$ cat config.mk
export PLATFORM = sky130hd
export DESIGN_NAME = regbank_wb
export DESIGN_NICKNAME = d
export VERILOG_FILES = /design/src/rtl/regbank_wb.sv
export SDC_FILE = /design/constraint.sdc
export NUM_CORES = 2
export LEC_CHECK = 0
export ABC_AREA = 1
export BUFFER_PORTS_ARGS = -buffer_cell sky130_fd_sc_hd__buf_2
export CAP_MARGIN = 15
export CORE_MARGIN = 4
export CORE_UTILIZATION = 60
export DETAILED_ROUTE_END_ITERATION = 10
export GPL_ROUTABILITY_DRIVEN = 0
export PLACE_DENSITY = 0.78
export SYNTH_ARGS = -nofsm -noshare
export SYNTH_HDL_FRONTEND = slang
export SYNTH_SLANG_ARGS = --single-unit
export TNS_END_PERCENT = 20
$ cat constraint.sdc
create_clock -name clk -period 3.2 [get_ports clk]
set_input_delay 0.16 -clock clk [delete_from_list [all_inputs] [get_ports clk]]
set_output_delay 0.16 -clock clk [all_outputs]
set_load 0.01 [all_outputs]
$ cat src/rtl/regbank_wb.sv
// regbank_wb -- write-back register bank sitting between the execution units'
// result bus and the operand-fetch stage.
//
// Holds x1..x31 (32 bits each); x0 is hardwired to zero. Results arrive with
// a path tag. A result is accepted only when its tag matches cur_tag.
// Results from a squashed path are dropped without any side effects.
// An accepted result with a one-hot addrW mask writes the selected register.
// An accepted taken jump advances cur_tag.
//
// Parameters:
//   TAG_W  width of the path tag
//   CNT_W  width of the retired-result counter
//
// Ports:
//   clk        core clock, all state updates on posedge
//   reset      synchronous, active-high
//   res_valid  result bus carries a result this cycle
//   res_data   result value
//   res_tag    path tag of the result
//   res_jump   result is a taken branch/jump (advances the path tag)
//   addrW      one-hot destination mask, bit k-1 selects xk; zero = no dest
//   addrA/B    read port addresses
//   dataA/B    read port data, one cycle after the address
//   we         a register write committed in the previous cycle
//   cur_tag    current valid path tag
//   retired    count of accepted results (wraps)
//   mask_err   sticky: an accepted result carried a multi-bit addrW
//
// Configuration macro:
//   REGBANK_BYPASS_EN  defined   -> same-cycle write/read returns the new data (write-first)
//                      undefined -> same-cycle read returns the old data (read-first)
module regbank_wb #(
  parameter int TAG_W = 4,
  parameter int CNT_W = 32
) (
  input  logic             clk,
  input  logic             reset,
  input  logic             res_valid,
  input  logic [31:0]      res_data,
  input  logic [TAG_W-1:0] res_tag,
  input  logic             res_jump,
  input  logic [30:0]      addrW,
  input  logic [4:0]       addrA,
  input  logic [4:0]       addrB,
  output logic [31:0]      dataA,
  output logic [31:0]      dataB,
  output logic             we,
  output logic [TAG_W-1:0] cur_tag,
  output logic [CNT_W-1:0] retired,
  output logic             mask_err
);

  // Entry 0 exists only to make the read mux uniform; it is never written.
  logic [31:0]      reg_file [32];
  logic [31:0]      data_a_reg;
  logic [31:0]      data_b_reg;
  logic             we_reg;
  logic [TAG_W-1:0] tag_reg;
  logic [CNT_W-1:0] retired_reg;
  logic             mask_err_reg;

  logic        accept;
  logic        mask_nonzero;
  logic        mask_onehot;
  logic        do_write;
  logic [31:0] wr_hit;
  logic [31:0] rd_a_next;
  logic [31:0] rd_b_next;

  assign accept       = res_valid && (res_tag == tag_reg);
  assign mask_nonzero = |addrW;
  // Clearing the lowest set bit leaves zero exactly when one bit was set.
  assign mask_onehot  = mask_nonzero && ((addrW & (addrW - 31'd1)) == 31'd0);
  assign do_write     = accept && mask_onehot;

  // Per-register write strobe. Register 0 never matches.
  generate
    for (genvar gi = 0; gi < 32; gi++) begin : g_hit
      if (gi == 0) begin : g_zero
        assign wr_hit[gi] = 1'b0;
      end else begin : g_reg
        assign wr_hit[gi] = do_write && addrW[gi-1];
      end
    end
  endgenerate

  always_comb begin
    rd_a_next = '0;
    rd_b_next = '0;
    if (addrA != 5'd0) begin
`ifdef REGBANK_BYPASS_EN
      rd_a_next = wr_hit[addrA] ? res_data : reg_file[addrA];
`else
      rd_a_next = reg_file[addrA];
`endif
    end
    if (addrB != 5'd0) begin
`ifdef REGBANK_BYPASS_EN
      rd_b_next = wr_hit[addrB] ? res_data : reg_file[addrB];
`else
      rd_b_next = reg_file[addrB];
`endif
    end
  end

  always_ff @(posedge clk) begin
    if (reset) begin
      for (int i = 0; i < 32; i++) begin
        reg_file[i] <= '0;
      end
    end else begin
      for (int i = 1; i < 32; i++) begin
        if (wr_hit[i]) begin
          reg_file[i] <= res_data;
        end
      end
    end
  end

  always_ff @(posedge clk) begin
    if (reset) begin
      data_a_reg   <= '0;
      data_b_reg   <= '0;
      we_reg       <= 1'b0;
      tag_reg      <= '0;
      retired_reg  <= '0;
      mask_err_reg <= 1'b0;
    end else begin
      data_a_reg <= rd_a_next;
      data_b_reg <= rd_b_next;
      we_reg     <= do_write;
      if (accept) begin
        retired_reg <= retired_reg + CNT_W'(1);
        if (res_jump) begin
          tag_reg <= tag_reg + TAG_W'(1);
        end
        if (mask_nonzero && !mask_onehot) begin
          mask_err_reg <= 1'b1;
        end
      end
    end
  end

  assign dataA    = data_a_reg;
  assign dataB    = data_b_reg;
  assign we       = we_reg;
  assign cur_tag  = tag_reg;
  assign retired  = retired_reg;
  assign mask_err = mask_err_reg;

endmodule

==> results.md <==
* DP Wirelength at 114,600 um
* Relative slew slack at 29.12%
* Number of flip-flops under the largest register name at 992
* Largest cells by area after synthesis: edfxtp_1, o21ai_0, a21oi_1
* Pre-Repair DR Iteration Count at 7
* Post-CTS resize count at 0
* FILL cells at 6,905
* Routed wire length at 190,100 um
* Final Cell Area at 62,190 um^2
* Leakage dissipation at 23.33 nW
* Delay-heaviest family, CP: simple AND/OR/NAND/NOR gates
* Met2 wire length at 84,250 um
* Drt wl/cell at 25.43 um
* Syn Std Cell Area at 55,560 um^2
* Net Count, Synth at 6,229
* Post-Synthesis Cells at 6,146
* Gr usage total at 37.65%
* Max Used Layer: met4
* Setup ws final at 0.4617 ns
* GRT overflow at 0
* Worst path slowest cell: nand4_1
* Clock Path Buffers at 3
* Final setup vio count at 0
* Tcrit/Tclk final at 85.57%
* Critical Path End Type: flip-flop
* PwrDens at 556.4 nW/um^2
* Final instance count without filler cells at 7,473
* Slew @ Worst Pin at 1.062 ns
* Yosys top cell area share at 53.62%
* Die ar. at 97,530 um^2
* N_diodes at 0
* Synth Register Bits at 1,094
* Starting Density at 60.52%
* Worst VDD drop at 0.4892 mV
* Category of the most critical setup path: reg -> reg
* Pre-CTS setup slack at 0.3810 ns
* Status: complete, no violations
* Layout cells sized above 1 at 11.03%
* RSZ-0062 raised after global routing: false
* Data required time at the worst endpoint at 3.58 ns
* Via count at 50.59k
* Number of routed nets with antenna violations at 0
* Worst min path class: in -> reg
* Area grow syn2layout at 11.94%
* Num rows at 111
* CTS Sinks at 1,094
* CP Buf/Inv Count at 3
* Die width at 312.3 um
* Critical path cell sequence: xor2_1, nor2_1, nand2_1, nor2_2, inv_1, a21oi_4, buf_4, nand4_1, nand2_1, buf_4
* Metal-1 WL at 63,480 um
* I/O Pins at 183
* Global-route wire length before repair at 284,000 um
* CTS Buf Count at 113
* Final Skew at 0.01919 ns
* I/O Buffers at 182
* Slew Limit Fails at 0
* Most common cell after layout, fill and taps aside: edfxtp_1
* Tmin final at 2.738 ns
* WL met3 at 27,730 um
* Max-cap violation count at 0
* Clk slew on worst S/H paths at 0.06 ns
* Critical Path Start Type: flip-flop
* Largest net degree at the start of global routing at 133
* Worst path arrival time at 3.11 ns
* Remaining DRCs at 0
* Core ar. at 91,800 um^2
* H-tree lvl count at 3
* Die Span Y at 312.3 um
* Biggest register: reg_file
* Hold WS at 0.03693 ns
* Vias per cell at 6.769
* Setup TNS at 0 ns
* TritonCTS clock tree: done
* Antenna violations before repair at 0
* Placed inst area at 58,200 um^2
* Vias in the first global route at 48.29k
* Synth area leader: edfxtp_1
* Syn_area_per_cell at 9.039 um^2
* Post-synth cell types at 38
* Fin nets at 6,212
* Fmax achieved at 365.2 MHz
* Final hold violations at 0
* Clock Root Buffer: clkbuf_16
* Yosys warning count at 0
* Crit-path max cell delay at 0.40 ns
* Worst-path maximum fanout at 17
* Placed Cells at 7,247
* Latest clock arrival within the worst-skew pair at 0.70 ns
* Register area share after synthesis at 57.29%
* Most frequent cells in the layout: edfxtp_1, o21ai_0, a21oi_1
* Initial DRC Count at 9,047
==> cells in the mapped netlist, drive strengths merged <==
cell type,count
nand2,395
nand4,41
o211ai,120
nor3b,3
a21oi,869
clkbuf,414
edfxtp,992
nor4,4
a31oi,66
o211a,1
ha,2
xnor2,4
dfxtp,102
nor3,22
o21ai,928
o21a,2
o21bai,2
and3,1
xor2,13
nand3b,1
nor2,711
o22ai,1
buf,121
nand3,792
inv,538
and2,1
==> power by group <==
group / total (mW) / internal (mW) / switching (mW)
combinational: 4.13 / 1.11 / 3.02
sequential: 16.7 / 16.4 / 0.288
clock: 13.8 / 8.01 / 5.80
total: 34.6 / 25.5 / 9.10
==> final timing paths <==
check	start	to	slack, ns	cells after the start
max	cur_tag[2]	reg_file[17][24]	0.46	10
min	addrW[10]	reg_file[11][29]	0.04	3
max reg2reg	cur_tag[2]	reg_file[17][24]	0.46	10
min reg2reg	mask_err	mask_err	0.47	2
==> kinds of logic after synthesis <==
group / count (synthesis) / share of synthesized area (%)
AO/OA/AOI/OAI: 1989 / 18.64
AND/OR/NAND/NOR: 1971 / 16.02
flip-flops: 1094 / 57.29
buffers and inverters: 1073 / 7.725
XOR/XNOR: 17 / 0.2680
adder cells (fa/ha/maj): 2 / 0.04504
==> metrics by stage <==
| stage | utilization (%) | power, mW |
|---|---|---|
| global placement | 63.40 | 20.72 |
| floorplan | - | 19.21 |
| finish | 67.74 | 34.61 |
| global route | 67.74 | 35.48 |
| detailed placement | 63.40 | 20.85 |
| CTS | 67.74 | 34.39 |
==> cell type report <==
cell class	instances	area (um^2)	area share (%)
Multi-Input combinational cell	3979	19530	31.41
Sequential cell	1094	31830	51.18
Clock inverter	70	738.2	1.187
Timing Repair Buffer	403	3326	5.348
Tap cell	1243	1555	2.501
Inverter	538	2062	3.316
Clock buffer	146	3148	5.062
==> tightest hold or removal path: cells and delay by family <==
family        cells  cell delay (ns)
buf+inv           1             0.14
simple gates      2             0.24
==> what timing repair did <==
action                    CTS  global route
hold endpoints to repair   41             0
hold buffers               10             0
setup buffers               0             0
==> routing by layer <==
| layer | GRT usage (%) | vias up |
|---|---|---|
| met1 | 48.89 | 23250 |
| met3 | 7.897 | 933 |
| met2 | 57.41 | 4768 |
| met5 | 0 | - |
| met4 | 25.22 | 0 |
| li1 | - | 21630 |
No activity file was read; power rests on OpenSTA's default activity.
